==> config.mk <==
export PLATFORM = sky130hd
export DESIGN_NAME = seg7_scan_driver
export DESIGN_NICKNAME = d
export VERILOG_FILES = /design/src/rtl/seg7_pkg.sv /design/src/rtl/seg7_scan_timer.sv /design/src/rtl/seg7_scan_driver.sv
export SDC_FILE = /design/constraint.sdc
export NUM_CORES = 1
export LEC_CHECK = 0
export CORE_MARGIN = 4
export CORE_UTILIZATION = 50
export CTS_CLUSTER_DIAMETER = 50
export CTS_CLUSTER_SIZE = 30
export DETAILED_ROUTE_END_ITERATION = 8
export PLACE_DENSITY = 0.79
export SYNTH_ARGS = -nofsm -noshare
export SYNTH_HDL_FRONTEND = slang
export SYNTH_SLANG_ARGS = --single-unit
==> constraint.sdc <==
create_clock -name clk -period 2.6 [get_ports clk]
set_input_delay 0.52 -clock clk [delete_from_list [all_inputs] [get_ports clk]]
set_output_delay 0.52 -clock clk [all_outputs]
set_load 0.01 [all_outputs]
==> src/rtl/seg7_pkg.sv <==
// Shared types and the hex-to-segment decode table for the 7-segment scan driver.
// Segment order is abcdefg, bit6 = a ... bit0 = g, active-high.
package seg7_pkg;

    typedef logic [6:0] seg_t;

    localparam seg_t SEG_BLANK = 7'b0000000;

    localparam seg_t SEG_LUT [16] = '{
        7'b1111110, 7'b0110000, 7'b1101101, 7'b1111001,
        7'b0110011, 7'b1011011, 7'b1011111, 7'b1110000,
        7'b1111111, 7'b1111011, 7'b1110111, 7'b0011111,
        7'b1001110, 7'b0111101, 7'b1001111, 7'b1000111
    };

    function automatic seg_t seg_decode(input logic [3:0] code);
        return SEG_LUT[code];
    endfunction

endpackage

==> src/rtl/seg7_scan_timer.sv <==
// Slot/digit timebase for the scan driver: counts SCAN_DIV cycles per digit,
// flags the anti-ghost guard window and the frame wrap (last slot of last digit).
module seg7_scan_timer #(
    parameter int NUM_DIGITS = 4,
    parameter int SCAN_DIV   = 50000,
    parameter int GUARD      = 16,
    parameter int IDX_W      = 2
) (
    input  logic             clk,
    input  logic             reset,
    output logic [IDX_W-1:0] digit_idx,
    output logic             slot_guard,
    output logic             frame_wrap
);

    localparam int CNT_W = $clog2(SCAN_DIV);
    localparam logic [CNT_W-1:0] CNT_LAST = CNT_W'(SCAN_DIV - 1);
    localparam logic [CNT_W-1:0] GUARD_C  = CNT_W'(GUARD);
    localparam logic [IDX_W-1:0] IDX_LAST = IDX_W'(NUM_DIGITS - 1);

    logic [CNT_W-1:0] scan_cnt_q, scan_cnt_d;
    logic [IDX_W-1:0] digit_idx_q, digit_idx_d;
    logic             slot_end;

    always_comb begin
        slot_end    = (scan_cnt_q == CNT_LAST);
        frame_wrap  = slot_end && (digit_idx_q == IDX_LAST);
        slot_guard  = (scan_cnt_q < GUARD_C);
        scan_cnt_d  = slot_end ? '0 : scan_cnt_q + 1'b1;
        digit_idx_d = digit_idx_q;
        if (slot_end) begin
            digit_idx_d = (digit_idx_q == IDX_LAST) ? '0 : digit_idx_q + 1'b1;
        end
    end

    always_ff @(posedge clk) begin
        if (reset) begin
            scan_cnt_q  <= '0;
            digit_idx_q <= '0;
        end else begin
            scan_cnt_q  <= scan_cnt_d;
            digit_idx_q <= digit_idx_d;
        end
    end

    assign digit_idx = digit_idx_q;

endmodule

==> src/rtl/seg7_scan_driver.sv <==
// Time-multiplexed 7-segment driver with frame-synchronous value commit.
// Optional: define SEG7_LEADING_ZERO_BLANK_EN to blank leading zero digits.
module seg7_scan_driver
    import seg7_pkg::*;
#(
    parameter int NUM_DIGITS = 4,
    parameter int SCAN_DIV   = 50000,
    parameter int GUARD      = 16
) (
    input  logic                    clk,
    input  logic                    reset,
    input  logic [4*NUM_DIGITS-1:0] value_in,
    input  logic                    load,
    input  logic [NUM_DIGITS-1:0]   blank_mask,
    output logic [6:0]              seg,
    output logic [NUM_DIGITS-1:0]   an,
    output logic                    update_done
);

    localparam int IDX_W = (NUM_DIGITS > 2) ? $clog2(NUM_DIGITS) : 1;

    logic [IDX_W-1:0]        digit_idx;
    logic                    slot_guard;
    logic                    frame_wrap;

    logic [4*NUM_DIGITS-1:0] active_q, active_d;
    logic [4*NUM_DIGITS-1:0] pending_q, pending_d;
    logic                    pending_flag_q, pending_flag_d;
    seg_t                    seg_q, seg_d;
    logic [NUM_DIGITS-1:0]   an_q, an_d;
    logic                    update_done_q, update_done_d;

    logic [NUM_DIGITS-1:0]   lz_mask;
    logic [3:0]              cur_code;
    logic                    dig_blank;

    seg7_scan_timer #(
        .NUM_DIGITS (NUM_DIGITS),
        .SCAN_DIV   (SCAN_DIV),
        .GUARD      (GUARD),
        .IDX_W      (IDX_W)
    ) u_timer (
        .clk        (clk),
        .reset      (reset),
        .digit_idx  (digit_idx),
        .slot_guard (slot_guard),
        .frame_wrap (frame_wrap)
    );

    // A load landing on the frame wrap bypasses pending and commits directly.
    always_comb begin
        active_d       = active_q;
        pending_d      = pending_q;
        pending_flag_d = pending_flag_q;
        update_done_d  = 1'b0;
        if (load) begin
            pending_d      = value_in;
            pending_flag_d = 1'b1;
        end
        if (frame_wrap && (load || pending_flag_q)) begin
            active_d       = load ? value_in : pending_q;
            pending_flag_d = 1'b0;
            update_done_d  = 1'b1;
        end
    end

    always_comb begin
        lz_mask = '0;
`ifdef SEG7_LEADING_ZERO_BLANK_EN
        for (int unsigned k = 1; k < NUM_DIGITS; k++) begin
            lz_mask[k] = ((active_q >> (4 * k)) == '0);
        end
`endif
    end

    always_comb begin
        cur_code  = '0;
        dig_blank = 1'b0;
        an_d      = '0;
        for (int unsigned k = 0; k < NUM_DIGITS; k++) begin
            if (digit_idx == IDX_W'(k)) begin
                cur_code  = active_q[4*k +: 4];
                dig_blank = blank_mask[k] | lz_mask[k];
                an_d[k]   = 1'b1;
            end
        end
        seg_d = (slot_guard || dig_blank) ? SEG_BLANK : seg_decode(cur_code);
    end

    always_ff @(posedge clk) begin
        if (reset) begin
            active_q       <= '0;
            pending_q      <= '0;
            pending_flag_q <= 1'b0;
            seg_q          <= SEG_BLANK;
            an_q           <= '0;
            update_done_q  <= 1'b0;
        end else begin
            active_q       <= active_d;
            pending_q      <= pending_d;
            pending_flag_q <= pending_flag_d;
            seg_q          <= seg_d;
            an_q           <= an_d;
            update_done_q  <= update_done_d;
        end
    end

    assign seg         = seg_q;
    assign an          = an_q;
    assign update_done = update_done_q;

endmodule

==> impl_metrics.env, run 1 <==
export IMPL_grt_start_max_net_pins=38
export IMPL_fin_crit_ns=2.306
export IMPL_synth_seq_cells=63
export IMPL_initial_core_util_pct=51.65
export IMPL_synthesis_area_um2=2861
export IMPL_worst_slew_pin_slew_ns=0.7299
export IMPL_cts_setup_buffers=0
export IMPL_avgViaCountPerCell=5.193
export IMPL_yosysUniqueCellTypes=44
export IMPL_drive_gt1_share_pct=13.31
export IMPL_dp_slack_ns=0.3481
export IMPL_cts_buffers=9
export IMPL_synth_area_leaders="dfxtp_1 (44%), nor2_1 (5.9%), mux2i_1 (5.6%)"
export IMPL_grt_remaining_overflow=0
export IMPL_reg2regPathDepth=10
export IMPL_powerDensity_nw_per_um2=549.7
export IMPL_relSlewSlack_pct=51.01
export IMPL_die_w_um=83.65
export IMPL_synthCells=292
export IMPL_insertion_delay_ns=0.34
export IMPL_r2r_end="seg[3]$_SDFF_PP0_"
export IMPL_crit_type="flip-flop to flip-flop"
export IMPL_crit_end="seg[3]$_SDFF_PP0_"
export IMPL_nets=368
export IMPL_synth_top_area_share_pct=44.08
export IMPL_critPathLaunchType="flip-flop"
export IMPL_cts_tree="built"
export IMPL_finalCritPeriodShare_pct=88.69
export IMPL_syn_num_nets=327
export IMPL_track_usage_pct=16.69
export IMPL_antenna_found_initial=0
export IMPL_yosysTopAreaCell="dfxtp_1"
export IMPL_synth_top_flop_cell="dfxtp_1"
export IMPL_die_h_um=83.65
export IMPL_grt_pass1_wl_um=9439
export IMPL_std_cell_rows=27
export IMPL_gp_congestion=0.8024
export IMPL_power_mw=1.922
export IMPL_hold_viol_final=0
export IMPL_ios=35
export IMPL_cts_sinks=63
export IMPL_htree_levels=3
export IMPL_ir_drop_v=0.0003340
export IMPL_setup_ws_ns=0.2941
export IMPL_synth_edff_count=0
export IMPL_cts_hold_buffers=0
export IMPL_ys_warnings_count=0
export IMPL_drv_slew=0
export IMPL_finalSetupViolCount=0
export IMPL_r2r_slack_ns=0.29
export IMPL_synthArstFlopShare_pct=0
export IMPL_clk_pin_slew_ns=0.07
export IMPL_synth_avg_cell_area_um2=9.800
export IMPL_coreArea_um2=5540
export IMPL_ys_seq_area_share_pct=44.08
export IMPL_grt_pass1_vias=2087
export IMPL_skew_ns=0.008602
export IMPL_post_cts_resized=0
export IMPL_drtPass1Iterations=4
export IMPL_diodes=0
export IMPL_drc=0
export IMPL_outcome="finished clean"
export IMPL_rsz0062_at_grt="no"
export IMPL_die_area_um2=6997
export IMPL_fmax_mhz=433.7
export IMPL_drt_wl_total_um=5500
export IMPL_cts_root_buf="clkbuf_8"
export IMPL_cp_startpoint="u_timer.digit_idx[1]$_SDFFE_PP0P_"
export IMPL_endpoint_kind="flip-flop"
export IMPL_vias=2129
export IMPL_wl_per_cell_um=13.41
export IMPL_area_growth_pct=22.17
export IMPL_timing_hold_ws_ns=0.4394
export IMPL_ant_nets=0
export IMPL_io_buffers=34
export IMPL_required_ns=2.83
export IMPL_hold_class="flip-flop to flip-flop"
export IMPL_power_leakage_nw=1.398
export IMPL_finalSetupTns_ns=0
export IMPL_initialDrtViolationCount=95
export IMPL_drv_cap=0
export IMPL_worstPathMaxFanout=10
export IMPL_clockBufferDepth=2
export IMPL_dp_hpwl_um=3850
export IMPL_arrival_ns=2.54
export IMPL_r2r_start="u_timer.digit_idx[1]$_SDFFE_PP0P_"
-- placed cells by master, fill, tap and decap left out, types with 2 or more instances in the layout --
master / instances
clkbuf_1: 2
a21oi_1: 5
nor3b_1: 3
nor2_1: 45
o21a_1: 2
nand3b_1: 2
a221oi_1: 4
o21bai_1: 2
nor2b_1: 23
ha_1: 12
o21ai_0: 2
nand3_1: 10
mux2_4: 10
inv_1: 8
a311oi_1: 2
dfxtp_1: 63
mux2_2: 7
mux2i_1: 16
clkbuf_8: 10
clkdlybuf4s50_1: 34
xnor2_1: 7
nand4_1: 3
buf_4: 7
nor3_1: 9
and3_1: 2
clkinv_2: 3
nand2_1: 15
xor2_1: 7
a211oi_1: 5
-- cell usage after synthesis (3+ instances only) --
master,n
a211oi_1,5
a21oi_1,5
a221oi_1,4
clkbuf_1,8
dfxtp_1,63
ha_1,12
inv_1,8
mux2_2,7
mux2_4,10
mux2i_1,16
nand2_1,15
nand3_1,10
nand4_1,3
nor2_1,45
nor2b_1,23
nor3_1,9
nor3b_1,3
xnor2_1,7
xor2_1,7
-- cells by family (layout without fill, tap and decap cells) --
group           Yosys count  after routing  share of synthesized area [%]
simple gates            120            120                          21.43
xor+xnor                 14             14                          4.285
compound gates           30             30                          8.264
buf+inv                  20             66                          3.105
mux                      33             33                          13.60
flops                    63             63                          44.08
fa+ha+maj                12             12                          5.247
-- power breakdown --
group / switching (mW) / total (mW) / internal, mW
logic: 0.0433 / 0.0990 / 0.0556
registers: 0.00755 / 0.993 / 0.985
clock network: 0.365 / 0.830 / 0.465
-- worst min-delay path by stage --
stage | start | cells past startpoint | to | slack, ns
2_1_floorplan | u_timer.scan_cnt_q[0]$_SDFF_PP0_ | 1 | u_timer.scan_cnt_q[0]$_SDFF_PP0_ | 0.41
3_3_place_gp | u_timer.scan_cnt_q[0]$_SDFF_PP0_ | 1 | u_timer.scan_cnt_q[0]$_SDFF_PP0_ | 0.43
3_5_place_dp | u_timer.scan_cnt_q[0]$_SDFF_PP0_ | 1 | u_timer.scan_cnt_q[0]$_SDFF_PP0_ | 0.43
4_1_cts | u_timer.scan_cnt_q[0]$_SDFF_PP0_ | 1 | u_timer.scan_cnt_q[0]$_SDFF_PP0_ | 0.44
5_1_grt | u_timer.scan_cnt_q[0]$_SDFF_PP0_ | 1 | u_timer.scan_cnt_q[0]$_SDFF_PP0_ | 0.47
6_report | u_timer.scan_cnt_q[0]$_SDFF_PP0_ | 1 | u_timer.scan_cnt_q[0]$_SDFF_PP0_ | 0.44
-- registers in the layout (all words and copies together), names as in the netlist --
signal              cells
active_q               16
an                      4
pending_flag_q          1
pending_q              16
seg                     7
u_timer.digit_idx       2
u_timer.scan_cnt_q     16
update_done             1
-- final cells by class --
type,count,area [um2]
Clock buffer,12,145.1
Timing Repair Buffer,42,412.9
Tap cell,72,90.09
Inverter,8,30.03
Multi-Input combinational cell,209,1511
Clock inverter,4,45.04
Fill cell,477,2044
Sequential cell,63,1261
-- critical path, stage by stage, from the launching register on --
cell      delay [ns]
dfxtp_1         0.39
inv_1           0.08
ha_1            0.30
nor2b_1         0.20
a22oi_1         0.09
a221oi_1        0.28
buf_4           0.20
ha_1            0.25
o21a_1          0.20
a32oi_1         0.16
nor2_1          0.05
-- layer usage --
layer  GRT usage [%]  routed length, um  vias to the layer above
met5               0                  0                        -
met4           8.333                132                        0
met3           5.035                255                       12
met2           26.90               2600                       43
met1           20.13               2511                      987
li1                -                  -                     1087
-- through the flow --
stage               util, %  std cells  area, um2
finish                63.10        410       3496
global route          63.10        410       3496
CTS                   63.10        410       3496
detailed placement    59.67        394       3306
global placement      59.67        394       3306
floorplan                 -        292       2861
No activity file was read; power rests on OpenSTA's default activity.
==> run 2: changes to the inputs <==
clock period = 2.3 ns   (was 2.6 ns; I/O delays follow)
==> run 2 against run 1 <==
  * Total power is 16% higher
  * Worst setup slack worse by 0.10 ns
  * Worst hold slack better by 0.0027 ns
  * Utilization is 1.9 points higher
  * Clock-buffer cell count is 1 higher
  * Clock skew hardly changed
  * Non-clock buffer count is 6 higher
  * Design area is 3.0% higher
  * Clock power is 20% higher
==> impl_metrics.env, run 2 (synthesis gave the netlist of run 1 again) <==
export IMPL_switching_share_pct=20.87
export IMPL_hold_viol_final=0
export IMPL_arrival_ns=2.36
export IMPL_drv_slew=0
export IMPL_cts_root_buf="clkbuf_8"
export IMPL_holdPathEnd="u_timer.scan_cnt_q[0]$_SDFF_PP0_"
export IMPL_powerDensity_nw_per_um2=618.8
export IMPL_slowest_delay_ns=0.36
export IMPL_clk_pin_slew_ns=0.07
export IMPL_drc=0
export IMPL_layout_commonest_cell="dfxtp_1"
export IMPL_finalCritPeriodShare_pct=91.76
export IMPL_grt_pass1_wl_um=9494
export IMPL_cp_top_family="compound AO/OA/AOI/OAI gates"
export IMPL_die_w_um=83.65
export IMPL_cp_startpoint="u_timer.digit_idx[1]$_SDFFE_PP0P_"
export IMPL_drive_gt1_share_pct=17.73
export IMPL_io_buffers=34
export IMPL_dp_slack_ns=0.04926
export IMPL_worst_path_buf_inv=3
export IMPL_skew_ns=0.008324
export IMPL_gp_congestion=0.8613
export IMPL_power_leakage_nw=1.444
export IMPL_power_frac_comb_pct=5.0
export IMPL_cp_slowest_cell="dfxtp_2"
export IMPL_worst_slew_pin_slew_ns=0.6928
export IMPL_drtPass1Iterations=4
export IMPL_reg2regPathDepth=9
export IMPL_biggestRegsByFlops="active_q (16), pending_q (16), u_timer.scan_cnt_q (16)"
export IMPL_power_mw=2.228
export IMPL_finalSetupViolCount=0
export IMPL_cts_tree="built"
export IMPL_die_h_um=83.65
export IMPL_clockBufferDepth=2
export IMPL_pwr_share_clk_pct=44.6
export IMPL_die_area_um2=6997
export IMPL_fin_crit_ns=2.111
export IMPL_crit_type="flip-flop to flip-flop"
export IMPL_placed_area_um2=3334
export IMPL_avgViaCountPerCell=5.154
export IMPL_fmax_mhz=473.8
export IMPL_p_sw_mw=0.4649
export IMPL_final_cell_mix="dfxtp_1 (62), nor2_1 (44), clkdlybuf4s50_1 (34), nor2b_1 (23), mux2i_1 (16)"
export IMPL_vias=2144
export IMPL_grt_remaining_overflow=0
export IMPL_final_area_um2=3601
export IMPL_cp_cell_sequence="inv_1, ha_1, buf_4, a22oi_2, a221oi_4, buf_4, ha_1, mux2_2, a211oi_1"
export IMPL_ant_nets=0
export IMPL_worstPathMaxFanout=8
export IMPL_initial_core_util_pct=51.65
export IMPL_p_int_mw=1.763
export IMPL_track_usage_pct=16.60
export IMPL_place_inst=397
export IMPL_cts_buffers=9
export IMPL_critPathLaunchType="flip-flop"
export IMPL_wl_per_cell_um=13.48
export IMPL_r2r_end="seg[2]$_SDFF_PP0_"
export IMPL_outcome="finished clean"
export IMPL_initialDrtViolationCount=71
export IMPL_grt_start_max_net_pins=42
export IMPL_ios=35
export IMPL_htree_levels=3
export IMPL_dp_hpwl_um=3931
export IMPL_insertion_delay_ns=0.33
export IMPL_grt_pass1_vias=2060
export IMPL_area_growth_pct=25.84
export IMPL_r2r_start="u_timer.digit_idx[1]$_SDFFE_PP0P_"
export IMPL_required_ns=2.55
export IMPL_cts_sinks=63
export IMPL_hold_depth=1
export IMPL_ir_drop_v=0.0003739
export IMPL_rsz0062_at_grt="no"
export IMPL_endpoint_kind="flip-flop"
export IMPL_setup_ws_ns=0.1894
export IMPL_r2r_slack_ns=0.19
export IMPL_power_frac_seq_pct=50.4
export IMPL_drv_cap=0
export IMPL_finalSetupTns_ns=0
export IMPL_diodes=0
export IMPL_hold_class="flip-flop to flip-flop"
export IMPL_nets=374
export IMPL_final_cells=416
export IMPL_holdCritStartpoint="u_timer.scan_cnt_q[0]$_SDFF_PP0_"
export IMPL_relSlewSlack_pct=53.59
export IMPL_coreArea_um2=5540
export IMPL_antenna_found_initial=0
export IMPL_std_cell_rows=27
export IMPL_drt_wl_total_um=5608
-- run 2: changes by cell type in the layout (fill, tap and decap cells not counted), moves of 2 or more --
cell,change
clkbuf_8,+2
buf_4,+6
ha_1,-2
ha_2,+2
-- run 2: worst max-delay path by stage --
stage | to | slack [ns] | cells past startpoint
5_1_grt | seg[2]$_SDFF_PP0_ | 0.02 | 9
2_1_floorplan | seg[2]$_SDFF_PP0_ | 0.02 | 9
6_report | seg[2]$_SDFF_PP0_ | 0.19 | 9
3_3_place_gp | seg[6]$_SDFF_PP0_ | 0.14 | 10
4_1_cts | seg[6]$_SDFF_PP0_ | 0.04 | 10
3_5_place_dp | seg[6]$_SDFF_PP0_ | 0.05 | 10
-- run 2: timing repair --
item | CTS | global route
setup buffers | 0 | 3
endpoints found under the hold margin | 0 | 0
endpoints found under the setup margin | 0 | 7
gates resized for setup | 0 | 9
hold buffers | 0 | 0
-- run 2: layer usage --
| metal | global-route usage (%) | up-vias | wire, um |
|---|---|---|---|
| li1 | - | 1106 | - |
| met1 | 21.84 | 985 | 2666 |
| met2 | 25.38 | 43 | 2591 |
| met3 | 5.824 | 10 | 268 |
| met4 | 5.556 | 0 | 82 |
| met5 | 0 | - | 0 |
-- run 2: final cells by class --
type / count / area, um2
Inverter: 8 / 30.03
Clock buffer: 13 / 168.9
Timing Repair Buffer: 48 / 457.9
Multi-Input combinational cell: 209 / 1551
Clock inverter: 3 / 40.04
Sequential cell: 63 / 1262
Fill cell: 466 / 1939
Tap cell: 72 / 90.09
-- run 2: power by group through the flow --
stage / clock network [mW] / logic (mW) / registers [mW]
floorplan: 0 / 0.0568 / 1.15
global placement: 0 / 0.111 / 1.15
detailed placement: 0 / 0.113 / 1.15
CTS: 1.01 / 0.113 / 1.12
global route: 1.07 / 0.122 / 1.12
finish: 0.994 / 0.111 / 1.12
-- run 2: metrics by stage --
| stage | hold slack (ns) | utilization [%] |
|---|---|---|
| global route | 0.4849 | 65.00 |
| floorplan | 0.4132 | - |
| finish | 0.4421 | 65.00 |
| global placement | 0.4273 | 60.19 |
| detailed placement | 0.4406 | 60.19 |
| CTS | 0.4503 | 63.96 |
-- run 2: worst register-to-register path: stages, from the launching register on --
cell and delay (ns):
dfxtp_2 0.36, inv_1 0.06, ha_1 0.21, buf_4 0.17, a22oi_2 0.23, a221oi_4 0.13, buf_4 0.16, ha_1 0.23
mux2_2 0.27, a211oi_1 0.21
==> run 3: changes to the inputs <==
CORE_UTILIZATION = 40   (was 50)
CTS_BUF_LIST = sky130_fd_sc_hd__clkbuf_2 sky130_fd_sc_hd__clkbuf_4 sky130_fd_sc_hd__clkbuf_8   (was not set)
PLACE_DENSITY = 0.67   (was 0.79)
==> run 3 against run 2 <==
  * Die area rose by 22%
  * Total power fell by 2.1%
  * Routed wire length rose by 2.9%
  * Worst setup slack got worse by 0.023 ns
  * Combinational power barely moved
  * Final cell count rose by 7.0%
  * Worst hold slack got worse by 0.0013 ns
  * Sequential power barely moved
  * Fmax fell by 1.1%
  * Sequential cell count did not move
  * First-iteration DRC count rose by 37%
  * Sequential share of layout area fell by 0.43 points
  * Largest power group unchanged
==> impl_metrics.env, run 3 (synthesis gave the netlist of run 1 again) <==
export IMPL_hold_viol_final=0
export IMPL_initialDrtViolationCount=97
export IMPL_relSlewSlack_pct=53.91
export IMPL_power_leakage_nw=1.461
export IMPL_drc=0
export IMPL_worst_slew_pin_slew_ns=0.6881
export IMPL_grt_pass1_wl_um=9646
export IMPL_grt_pass1_vias=2100
export IMPL_clk_pin_slew_ns=0.07
export IMPL_drive_gt1_share_pct=18.62
export IMPL_p_sw_mw=0.4564
export IMPL_critPathLaunchType="flip-flop"
export IMPL_die_w_um=92.58
export IMPL_drt_wl_total_um=5770
export IMPL_drv_slew=0
export IMPL_clockBufferDepth=2
export IMPL_dp_hpwl_um=4141
export IMPL_wl_per_cell_um=12.97
export IMPL_dp_slack_ns=0.03020
export IMPL_pwr_share_clk_pct=43.4
export IMPL_initial_core_util_pct=41.66
export IMPL_grt_remaining_overflow=0
export IMPL_crit_type="flip-flop to flip-flop"
export IMPL_cp_startpoint="u_timer.digit_idx[0]$_SDFFE_PP0P_"
export IMPL_htree_levels=3
export IMPL_outcome="finished clean"
export IMPL_coreArea_um2=6869
export IMPL_ios=35
export IMPL_skew_ns=0.01044
export IMPL_nets=379
export IMPL_endpoint_kind="flip-flop"
export IMPL_finalSetupViolCount=0
export IMPL_cts_sinks=63
export IMPL_io_buffers=34
export IMPL_r2r_start="u_timer.digit_idx[0]$_SDFFE_PP0P_"
export IMPL_layout_commonest_cell="dfxtp_1"
export IMPL_fmax_mhz=468.8
export IMPL_powerDensity_nw_per_um2=598.5
export IMPL_vias=2182
export IMPL_insertion_delay_ns=0.34
export IMPL_ant_nets=0
export IMPL_area_growth_pct=27.42
export IMPL_diodes=0
export IMPL_arrival_ns=2.39
export IMPL_die_h_um=92.58
export IMPL_cts_tree="built"
export IMPL_hold_class="flip-flop to flip-flop"
export IMPL_r2r_slack_ns=0.17
export IMPL_rsz0062_at_grt="yes"
export IMPL_gp_congestion=0.8290
export IMPL_grt_start_max_net_pins=18
export IMPL_biggestRegsByFlops="active_q (16), pending_q (16), u_timer.scan_cnt_q (16)"
export IMPL_track_usage_pct=14.36
export IMPL_drtPass1Iterations=4
export IMPL_finalCritPeriodShare_pct=92.74
export IMPL_cts_root_buf="clkbuf_8"
export IMPL_switching_share_pct=20.92
export IMPL_p_int_mw=1.726
export IMPL_final_util_pct=53.08
export IMPL_power_frac_seq_pct=51.5
export IMPL_ir_drop_v=0.0004029
export IMPL_antenna_found_initial=0
export IMPL_worstPathMaxFanout=6
export IMPL_finalSetupTns_ns=0
export IMPL_std_cell_rows=30
export IMPL_power_frac_comb_pct=5.1
export IMPL_holdCritStartpoint="u_timer.scan_cnt_q[0]$_SDFF_PP0_"
export IMPL_final_cell_mix="dfxtp_1 (62), nor2_1 (44), clkdlybuf4s50_1 (34), nor2b_1 (22), buf_4 (19)"
export IMPL_setup_ws_ns=0.1669
export IMPL_avgViaCountPerCell=4.903
export IMPL_cts_hold_buffers=0
export IMPL_drv_cap=0
export IMPL_fin_crit_ns=2.133
export IMPL_required_ns=2.55
export IMPL_cts_buffers=9
export IMPL_die_area_um2=8571
## run 3: cell types whose count changed in the layout (fill, tap and decap cells not counted), moves of 2 or more
cell | previous run | this run
clkbuf_8 | 12 | 10
clkbuf_4 | 0 | 2
ha_2 | 2 | 0
buf_4 | 13 | 19
## run 3: timing repair
item,4_1_cts,5_1_grt
resized for setup,0,8
endpoints found under the setup margin,0,7
hold endpoints to repair,0,0
buffers inserted,0,3
## run 3: path summary, 6_finish.rpt
path,to,depth (start not counted)
worst max-delay path,seg[2]$_SDFF_PP0_,8
worst min-delay path,u_timer.scan_cnt_q[0]$_SDFF_PP0_,1
worst max register to register,seg[2]$_SDFF_PP0_,8
worst min register to register,u_timer.scan_cnt_q[0]$_SDFF_PP0_,1
## run 3: power by group through the flow
stage	logic, mW	registers, mW	clock network [mW]
2_1_floorplan	0.0568	1.15	0
3_3_place_gp	0.113	1.15	0
3_5_place_dp	0.113	1.15	0
4_1_cts	0.114	1.12	0.978
5_1_grt	0.123	1.12	1.02
6_report	0.112	1.12	0.947
## run 3: metrics by stage
stage | cell area (um2) | power [mW] | std cells | hold WS (ns)
after global routing | 3646 | 2.269 | 445 | 0.4922
after CTS | 3587 | 2.214 | 442 | 0.4403
after floorplan | 2868 | 1.203 | 292 | 0.4132
after global placement | 3390 | 1.260 | 426 | 0.4248
final | 3646 | 2.182 | 445 | 0.4408
after detailed placement | 3390 | 1.261 | 426 | 0.4284
## run 3: layer usage
layer,wire (um),up-vias,global-route usage (%)
li1,-,1112,-
met1,2681,1030,17.59
met2,2758,34,22.60
met3,266,6,5.605
met4,63,0,5.693
met5,0,-,0
## run 3: layout make-up
| type | count | area (um2) |
|---|---|---|
| Fill cell | 628 | 3223 |
| Inverter | 8 | 30.03 |
| Tap cell | 96 | 120.1 |
| Multi-Input combinational cell | 209 | 1553 |
| Sequential cell | 63 | 1262 |
| Clock inverter | 4 | 45.04 |
| Timing Repair Buffer | 53 | 483.0 |
| Clock buffer | 12 | 152.6 |
## run 3: critical path: stages, from the launching register on
cell	delay [ns]
dfxtp_1	0.39
inv_1	0.08
ha_1	0.24
nor2b_2	0.17
a22oi_1	0.24
a221oi_4	0.16
ha_1	0.28
mux2_2	0.28
a211oi_1	0.22
